[src/rtl/mipi_rx_byte_align_if.sv]
// Lane interface for the MIPI D-PHY HS byte aligner.
// Carries the raw deserialised stream into the aligner, the aligned byte
// stream and lane status out of it, and a debug copy of the FSM state.
//   hs_en       lane in HS mode; low ends the burst
//   raw_byte    unaligned deserialised bits, bit0 = earliest received
//   raw_valid   raw_byte valid this cycle
//   byte_out    aligned byte, bit0 = earliest received
//   byte_valid  byte_out valid, single cycle per byte
//   sof         marks the first aligned byte after sync lock
//   aligned     high while locked
//   bit_offset  locked bit offset, holds its last value outside lock
//   sync_err    one-cycle pulse on hunt timeout
//   dbg_state   current FSM state (0 IDLE, 1 HUNT, 2 ALIGNED, 3 ERROR)
// Handshake: a raw beat is consumed on every rising clock edge where
// raw_valid is high and hs_en is high; there is no back-pressure. Each
// consumed beat in ALIGNED yields exactly one byte_valid cycle on the next
// clock, and byte_out is only meaningful while byte_valid is high.
interface mipi_rx_byte_align_if;
  logic       hs_en;
  logic [7:0] raw_byte;
  logic       raw_valid;
  logic [7:0] byte_out;
  logic       byte_valid;
  logic       sof;
  logic       aligned;
  logic [2:0] bit_offset;
  logic       sync_err;
  logic [1:0] dbg_state;

  // Deserialiser / stimulus side
  modport master (
    output hs_en, raw_byte, raw_valid,
    input  byte_out, byte_valid, sof, aligned, bit_offset, sync_err, dbg_state
  );

  // Aligner side
  modport slave (
    input  hs_en, raw_byte, raw_valid,
    output byte_out, byte_valid, sof, aligned, bit_offset, sync_err, dbg_state
  );
endinterface

[src/rtl/mipi_rx_byte_align.sv]
// Per-lane MIPI D-PHY HS byte aligner.
// Hunts for the HS sync byte in the raw 1:8 deserialised stream, locks the
// bit offset, then forwards byte-aligned payload with a start-of-frame
// marker. A hunt that sees no sync within HUNT_TIMEOUT valid beats raises a
// one-cycle sync_err and parks in ERROR until hs_en drops.
// Ports:
//   clk      byte clock from the deserialiser
//   rst_n    asynchronous active-low reset
//   lane_if  slave modport of mipi_rx_byte_align_if (stream in, bytes out)
module mipi_rx_byte_align #(
  parameter logic [7:0] SYNC_BYTE    = 8'hB8,
  parameter int         HUNT_TIMEOUT = 16
) (
  input  logic                  clk,
  input  logic                  rst_n,
  mipi_rx_byte_align_if.slave   lane_if
);

  typedef enum logic [1:0] {
    ST_IDLE    = 2'd0,
    ST_HUNT    = 2'd1,
    ST_ALIGNED = 2'd2,
    ST_ERROR   = 2'd3
  } state_t;

  localparam logic [7:0] TIMEOUT_CNT = 8'(HUNT_TIMEOUT);

  state_t     state_q, state_d;
  logic [7:0] prev_q, prev_d;
  logic [7:0] hunt_cnt_q, hunt_cnt_d;
  logic [2:0] bit_offset_q, bit_offset_d;
  logic [7:0] byte_out_q, byte_out_d;
  logic       byte_valid_q, byte_valid_d;
  logic       sof_q, sof_d;
  logic       sof_pend_q, sof_pend_d;
  logic       sync_err_q, sync_err_d;

  logic [15:0] win;
  logic        match;
  logic [2:0]  match_k;
  logic        hunt_expire;

  // Two-beat window: prev holds the earlier beat in the low half.
  assign win = {lane_if.raw_byte, prev_q};

  // Scan from the top so the lowest matching offset is the one that sticks.
  always_comb begin
    match   = 1'b0;
    match_k = 3'd0;
    for (int k = 7; k >= 0; k--) begin
      if (win[k +: 8] == SYNC_BYTE) begin
        match   = 1'b1;
        match_k = 3'(k);
      end
    end
  end

  assign hunt_expire = (hunt_cnt_q + 8'd1) == TIMEOUT_CNT;

  // State register
  always_ff @(posedge clk or negedge rst_n) begin
    if (!rst_n) state_q <= ST_IDLE;
    else        state_q <= state_d;
  end

  // Next-state logic; hs_en low overrides everything.
  always_comb begin
    state_d = state_q;
    if (!lane_if.hs_en) begin
      state_d = ST_IDLE;
    end else begin
      case (state_q)
        ST_IDLE:    state_d = ST_HUNT;
        ST_HUNT: begin
          if (lane_if.raw_valid) begin
            if (match)            state_d = ST_ALIGNED;
            else if (hunt_expire) state_d = ST_ERROR;
          end
        end
        ST_ALIGNED: state_d = ST_ALIGNED;
        ST_ERROR:   state_d = ST_ERROR;
        default:    state_d = ST_IDLE;
      endcase
    end
  end

  // Datapath next values
  always_comb begin
    prev_d       = prev_q;
    hunt_cnt_d   = hunt_cnt_q;
    bit_offset_d = bit_offset_q;
    byte_out_d   = byte_out_q;
    byte_valid_d = 1'b0;
    sof_d        = 1'b0;
    sof_pend_d   = sof_pend_q;
    sync_err_d   = 1'b0;
    if (!lane_if.hs_en) begin
      // A beat arriving together with hs_en low is dropped.
      prev_d     = 8'd0;
      hunt_cnt_d = 8'd0;
      sof_pend_d = 1'b0;
    end else begin
      case (state_q)
        ST_IDLE: begin
          // HS-zero preamble is all zero, so a zero prefill lets the very
          // first beat be tested.
          prev_d     = 8'd0;
          hunt_cnt_d = 8'd0;
        end
        ST_HUNT: begin
          if (lane_if.raw_valid) begin
            prev_d = lane_if.raw_byte;
            if (match) begin
              bit_offset_d = match_k;
              sof_pend_d   = 1'b1;
            end else begin
              hunt_cnt_d = hunt_cnt_q + 8'd1;
              sync_err_d = hunt_expire;
            end
          end
        end
        ST_ALIGNED: begin
          // No relock here: a sync pattern in payload is just data.
          if (lane_if.raw_valid) begin
            prev_d       = lane_if.raw_byte;
            byte_out_d   = win[bit_offset_q +: 8];
            byte_valid_d = 1'b1;
            sof_d        = sof_pend_q;
            sof_pend_d   = 1'b0;
          end
        end
        default: ;
      endcase
    end
  end

  // Datapath registers
  always_ff @(posedge clk or negedge rst_n) begin
    if (!rst_n) begin
      prev_q       <= 8'd0;
      hunt_cnt_q   <= 8'd0;
      bit_offset_q <= 3'd0;
      byte_out_q   <= 8'd0;
      byte_valid_q <= 1'b0;
      sof_q        <= 1'b0;
      sof_pend_q   <= 1'b0;
      sync_err_q   <= 1'b0;
    end else begin
      prev_q       <= prev_d;
      hunt_cnt_q   <= hunt_cnt_d;
      bit_offset_q <= bit_offset_d;
      byte_out_q   <= byte_out_d;
      byte_valid_q <= byte_valid_d;
      sof_q        <= sof_d;
      sof_pend_q   <= sof_pend_d;
      sync_err_q   <= sync_err_d;
    end
  end

  // Outputs
  always_comb begin
    lane_if.byte_out   = byte_out_q;
    lane_if.byte_valid = byte_valid_q;
    lane_if.sof        = sof_q;
    lane_if.aligned    = (state_q == ST_ALIGNED);
    lane_if.bit_offset = bit_offset_q;
    lane_if.sync_err   = sync_err_q;
    lane_if.dbg_state  = state_q;
  end

endmodule

[src/flat_wrapper.sv]
// flat-port wrapper written by rule: the top's interface ports become plain ports
module mipi_rx_byte_align_flat 
#(
  parameter logic [7:0] SYNC_BYTE    = 8'hB8,
  parameter int         HUNT_TIMEOUT = 16
)
  (clk, rst_n, lane_if_hs_en, lane_if_raw_byte, lane_if_raw_valid, lane_if_byte_out, lane_if_byte_valid, lane_if_sof, lane_if_aligned, lane_if_bit_offset, lane_if_sync_err, lane_if_dbg_state);
  mipi_rx_byte_align_if lane_if_i ();
  input  logic clk;
  input  logic rst_n;
  input wire logic [$bits(lane_if_i.hs_en)-1:0] lane_if_hs_en;
  input wire logic [$bits(lane_if_i.raw_byte)-1:0] lane_if_raw_byte;
  input wire logic [$bits(lane_if_i.raw_valid)-1:0] lane_if_raw_valid;
  output wire logic [$bits(lane_if_i.byte_out)-1:0] lane_if_byte_out;
  output wire logic [$bits(lane_if_i.byte_valid)-1:0] lane_if_byte_valid;
  output wire logic [$bits(lane_if_i.sof)-1:0] lane_if_sof;
  output wire logic [$bits(lane_if_i.aligned)-1:0] lane_if_aligned;
  output wire logic [$bits(lane_if_i.bit_offset)-1:0] lane_if_bit_offset;
  output wire logic [$bits(lane_if_i.sync_err)-1:0] lane_if_sync_err;
  output wire logic [$bits(lane_if_i.dbg_state)-1:0] lane_if_dbg_state;
  assign lane_if_i.hs_en = lane_if_hs_en;
  assign lane_if_i.raw_byte = lane_if_raw_byte;
  assign lane_if_i.raw_valid = lane_if_raw_valid;
  assign lane_if_byte_out = lane_if_i.byte_out;
  assign lane_if_byte_valid = lane_if_i.byte_valid;
  assign lane_if_sof = lane_if_i.sof;
  assign lane_if_aligned = lane_if_i.aligned;
  assign lane_if_bit_offset = lane_if_i.bit_offset;
  assign lane_if_sync_err = lane_if_i.sync_err;
  assign lane_if_dbg_state = lane_if_i.dbg_state;
  mipi_rx_byte_align #(.SYNC_BYTE(SYNC_BYTE), .HUNT_TIMEOUT(HUNT_TIMEOUT)) u_core (.clk(clk), .rst_n(rst_n), .lane_if(lane_if_i));
endmodule
[config.mk]
export PLATFORM = sky130hd
export DESIGN_NAME = mipi_rx_byte_align_flat
export DESIGN_NICKNAME = d
export VERILOG_FILES = /design/src/rtl/mipi_rx_byte_align_if.sv /design/src/rtl/mipi_rx_byte_align.sv /design/src/flat_wrapper.sv
export SDC_FILE = /design/constraint.sdc
export NUM_CORES = 1
export LEC_CHECK = 0
export ABC_AREA = 1
export BUFFER_PORTS_ARGS = -buffer_cell sky130_fd_sc_hd__buf_2
export CORE_ASPECT_RATIO = 1.4
export CORE_UTILIZATION = 58
export CTS_CLUSTER_SIZE = 25
export DETAILED_ROUTE_END_ITERATION = 10
export GPL_ROUTABILITY_DRIVEN = 1
export PLACE_DENSITY_LB_ADDON = 0.25
export SLEW_MARGIN = 20
export SYNTH_ARGS = -nofsm -noshare
export SYNTH_HDL_FRONTEND = slang
export SYNTH_SLANG_ARGS = --single-unit
[constraint.sdc]
create_clock -name clk -period 2.3 [get_ports clk]
set_input_delay 0.115 -clock clk [delete_from_list [all_inputs] [get_ports clk]]
set_output_delay 0.115 -clock clk [all_outputs]
set_load 0.005 [all_outputs]
* Word level (Yosys, flattened, before mapping)
Index checks and enable logic that the tools add are counted.
Storage, ports and cells: output and inout bits 17, input bits 12, register bits after elaboration 33, logic and storage cells 83
Cells by class: add/subtract/negate cells 1, mux-type cells 43, shift-type cells 1, equality and inequality tests 21, reduce and logical (&&, ||, !) cells 8
Operators by type and width (number):
- 8-bit equality test, second input constant | 8
- 8-bit two-way mux | 5
- 8-bit case mux with 2 select lines | 2
- 3-bit two-way mux | 8
- 1-bit two-way mux | 22
- 16-bit by 4-bit variable part select with 8-bit output | 1
- 3-bit by 2-bit != test with 1-bit output, second input constant | 3
- 3-bit != test, second input constant | 3
- 8-bit by 1-bit adder with 8-bit output, second input constant | 1
- 8-bit by 5-bit equality test with 1-bit output, second input constant | 1
- 2-bit two-way mux | 4
- 2-bit case mux with 4 select lines | 1
- 4-bit AND reduction | 2
- 3-bit by 1-bit != test with 1-bit output, second input constant | 2
- 3-bit AND reduction | 2
- 2-bit equality test, second input constant | 2
- 4-bit by 2-bit != test with 1-bit output, second input constant | 1
- 2-bit AND reduction | 2
- 2-bit by 1-bit equality test with 1-bit output, second input constant | 1
- 2-bit logical NOT | 1
- 1-bit case mux with 2 select lines | 1
- 2-bit OR reduction | 1

* Logic depth before layout (Yosys ltp)
depth after elaboration 13, mapped depth 12, mapped depth without buffers 12

* Worst setup path before layout
Ideal clock, no wire load.
kind register to register, from reg u_core.state_q[1], in the netlist u_core.lane_if.dbg_state[1], to reg u_core.hunt_cnt_q[6], period minus slack after synthesis 1.652 ns, buffers on the path 1, path slack 0.648 ns, data required time 2.182 ns, data arrival time 1.534 ns, stages on the path, launching flop included 10, setup time 0.118 ns, cells stage by stage dfrtp_1 inv_1 ha_1 nand2_1 clkinv_1 nand2_1 nand3_4 buf_6 nand2_2 o21ai_2
Between the ends: word-level cells in the longest chain between the ends 3, elaborated cells on any way between the ends 8, classes of those cells eq/ne (4); mux (2); reduce/logical (2)
Ends and longest elaborated chain:
- start: declaration | line mipi_rx_byte_align.sv:28 | state_t state_q, state_d;
- start signal: assignment | line mipi_rx_byte_align.sv:63 | else state_q <= state_d;
- 2-bit by 1-bit equality test with 1-bit output / 2-bit logical NOT (equally long branches) | line mipi_rx_byte_align.sv:103 | case (state_q)
- 3-bit != test (no line) (tied with other cells)
- 3-bit AND reduction (no line) / 8-bit two-way mux (equally long branches)
- end signal: assignment | line mipi_rx_byte_align.sv:150 | hunt_cnt_q <= hunt_cnt_d;
- end: declaration | line mipi_rx_byte_align.sv:30 | logic [7:0] hunt_cnt_q, hunt_cnt_d;
Parallel ways exist; a longest one is shown, timed or not. A chain may end at the register's enable or synchronous reset.

* Worst setup path after layout
from reg u_core.state_q[1], in the netlist u_core.lane_if.dbg_state[1], to reg u_core.hunt_cnt_q[4]
The elaborated chain is that of the path after synthesis.

==> impl_metrics.tcl <==
set metrics [dict create \
    ant_nets 0 \
    cp-end-kind "flip-flop" \
    r2r_start "u_core.lane_if.dbg_state[1]" \
    grt_max_degree 34 \
    comb_power_share 0.419 \
    cpMostUsedCell "nand2_1" \
    clk_latency_ns 0.28 \
    start_util 0.608 \
    dieArea_um2 4110 \
    fin_ws_ns 0.440 \
    dp_hpwl_um 3800 \
    drt_pass1_iterations 4 \
    clk_pin_slew_ns 0.07 \
    post-place-ws_ns 0.457 \
    slowest_stage "dfrtp_1" \
    synth_nets 349 \
    grt_setup_unrepaired "false" \
    yosys-top-cells-area "dfrtp_1 (37%), nand2_1 (19%), o21ai_0 (9.9%)" \
    r2r_end "u_core.hunt_cnt_q[4]" \
    drt-wirelength-per-cell_um 12.8 \
    drc 0 \
    holdWs_ns 0.0635 \
    synth_seq_cells 33 \
    max-slew-margin-rel 0.503 \
    syn-cell-area_um2 2230 \
    htree_levels 2 \
    post_cts_resize_count 0 \
    synth_edf_count 0 \
    finalCriticalPeriod_ns 1.86 \
    cts_tree "built" \
    final_cell_mix "nand2_1 (113), o21ai_0 (44), dfrtp_1 (33)" \
    slowest_delay_ns 0.40 \
    die_w_um 54.4 \
    power_leakage_nw 1.31 \
    worstMarginPinSlew_ns 0.745 \
    fmax_ghz 0.538 \
    synth_warnings 0 \
    drt-total-wl_um 5140 \
    fin_crit_sh 0.809 \
    synth_top_area_frac 0.370 \
    n_antenna_cell 0 \
    cts_setup_buffers 0 \
    hold_depth 3 \
    grt_pass1_vias 1972 \
    clock-sinks 33 \
    internal-power_mw 1.28 \
    clock_skew_ns 0.00546 \
    setup_viol 0 \
    fp-row-count 26 \
    yosys.cell_types.count 28 \
    vdd_drop_max_uv 714 \
    die_y_um 75.4 \
    numCtsBuffers 5 \
    critPathRequiredTime_ns 2.47 \
    synth_top_flop_cell "dfrtp_1" \
    start_kind "flip-flop" \
    holdBufCountCts 1 \
    vias_per_cell 5.41 \
    finalHoldViolations 0 \
    reg2reg_depth 8 \
    final_common_cell "nand2_1" \
    worst-path-max-fanout 16 \
    run_status "finished, final reports clean" \
    p_clk_frac 0.190 \
    cts_root_buf "clkbuf_8" \
    area_growth_pct 11.0 \
    ios 29 \
    arrival_ns 2.03 \
    path_class "reg -> reg" \
    p_seq_frac 0.391 \
    powerDensity_nw_per_um2 907 \
    cts_buffer_depth 2 \
    grt_overflow 0 \
    cp_cell_sequence "inv_1 > ha_1 > nand2_1 > clkinv_1 > nand2_1 > nand3_4 > nand2_1 > o21ai_2" \
    drv_cap 0 \
    drv_slew 0 \
    yosysSeqAreaShare 0.370 \
    switching_share 0.431 \
    p_sw_mw 0.969 \
    min_from "lane_if_raw_byte[7]" \
    setup_tns_ns 0 \
    syn_inst 331 \
    grt_pass1_wl_um 8220 \
    vias 2168 \
    synth_area_leader_cell "dfrtp_1" \
    grt_usage 0.279 \
    layout-drive-gt1-share 0.175 \
    port-buffer-count 28 \
    min_to "u_core.prev_q[7]" \
    rrSetupSlack_ns 0.44 \
    nets 376 \
    place.gp.congestion 0.941 \
    hp-class "in -> reg" \
    coreArea_um2 3680 \
    drt_iter0_drc 50 \
    antenna_found_initial 0 \
    syn_area_per_cell_um2 6.75 \
    async_flop_share 1.00 \
]
[how the worst max path moves through the flow]
stage	slack, ns	to	cells after the start	start
after CTS	0.44	u_core.hunt_cnt_q[4]	8	u_core.lane_if.dbg_state[1]
final	0.44	u_core.hunt_cnt_q[4]	8	u_core.lane_if.dbg_state[1]
after floorplan	0.65	u_core.hunt_cnt_q[6]	9	u_core.lane_if.dbg_state[1]
after global routing	0.25	u_core.lane_if.dbg_state[1]	11	u_core.hunt_cnt_q[0]
after detailed placement	0.46	u_core.hunt_cnt_q[5]	8	u_core.lane_if.dbg_state[1]
after global placement	0.55	u_core.hunt_cnt_q[5]	8	u_core.lane_if.dbg_state[1]
[cell type report]
class                   count  area, um2
clock inverters             3       17.5
well taps                  42       52.6
multi-input cells         252       1220
inverters                  37        139
flip-flops and latches     33        826
fillers                   357       1200
clock buffers               5       68.8
repair buffers             29        150
[per-layer routing]
metal	global-route usage	vias up	wire [um]
li1	-	1106	-
met1	0.310	988	2160
met2	0.486	55	2590
met3	0.0559	19	199
met4	0.145	0	187
met5	0	-	0
[state kept, by name (all words and copies together), names as in the netlist]
name,count
u_core.lane_if.sof,1
u_core.lane_if.bit_offset,3
u_core.hunt_cnt_q,8
u_core.lane_if.byte_valid,1
u_core.lane_if.dbg_state,2
u_core.sof_pend_q,1
u_core.lane_if.sync_err,1
u_core.prev_q,8
u_core.lane_if.byte_out,8
[power groups by stage]
| stage | Clock [mW] | Combinational, mW | Sequential [mW] |
|---|---|---|---|
| after floorplan | 0 | 0.686 | 0.862 |
| after global placement | 0 | 0.916 | 0.882 |
| after detailed placement | 0 | 0.936 | 0.888 |
| after CTS | 0.440 | 0.944 | 0.877 |
| after global routing | 0.460 | 1.09 | 0.908 |
| final | 0.428 | 0.942 | 0.879 |
[cell usage after synthesis (2+ instances only)]
master,instances
a21oi_1,7
buf_2,2
clkbuf_1,6
clkinv_1,2
dfrtp_1,33
ha_1,6
inv_1,32
inv_2,3
nand2_1,113
nand2_2,9
nand3_1,20
nand3b_1,2
nand4_1,3
nor2_1,27
nor2_2,2
o21ai_0,44
o21ai_2,8
or2_2,2
[worst max-delay path: cells and delay by family (launching register included)]
family / cells / cell delay [ns]
simple gates: 4 / 0.74
buf+inv: 2 / 0.34
flops: 1 / 0.40
compound gates: 1 / 0.06
fa+ha+maj: 1 / 0.19
[kinds of logic after synthesis]
family / count (synthesis) / synth area share
buffers and inverters: 46 / 0.0818
flip-flops: 33 / 0.370
AND/OR/NAND/NOR: 182 / 0.352
AO/OA/AOI/OAI: 64 / 0.163
adder cells (fa/ha/maj): 6 / 0.0336
[per-stage QoR]
stage	power [mW]	area [um2]	utilization	instances
2_1_floorplan	1.55	2230	-	331
3_3_place_gp	1.80	2380	0.648	392
3_5_place_dp	1.82	2380	0.648	392
4_1_cts	2.26	2480	0.674	401
5_1_grt	2.46	2480	0.674	401
6_report	2.25	2480	0.674	401
No activity file was read; power rests on OpenSTA's default activity.
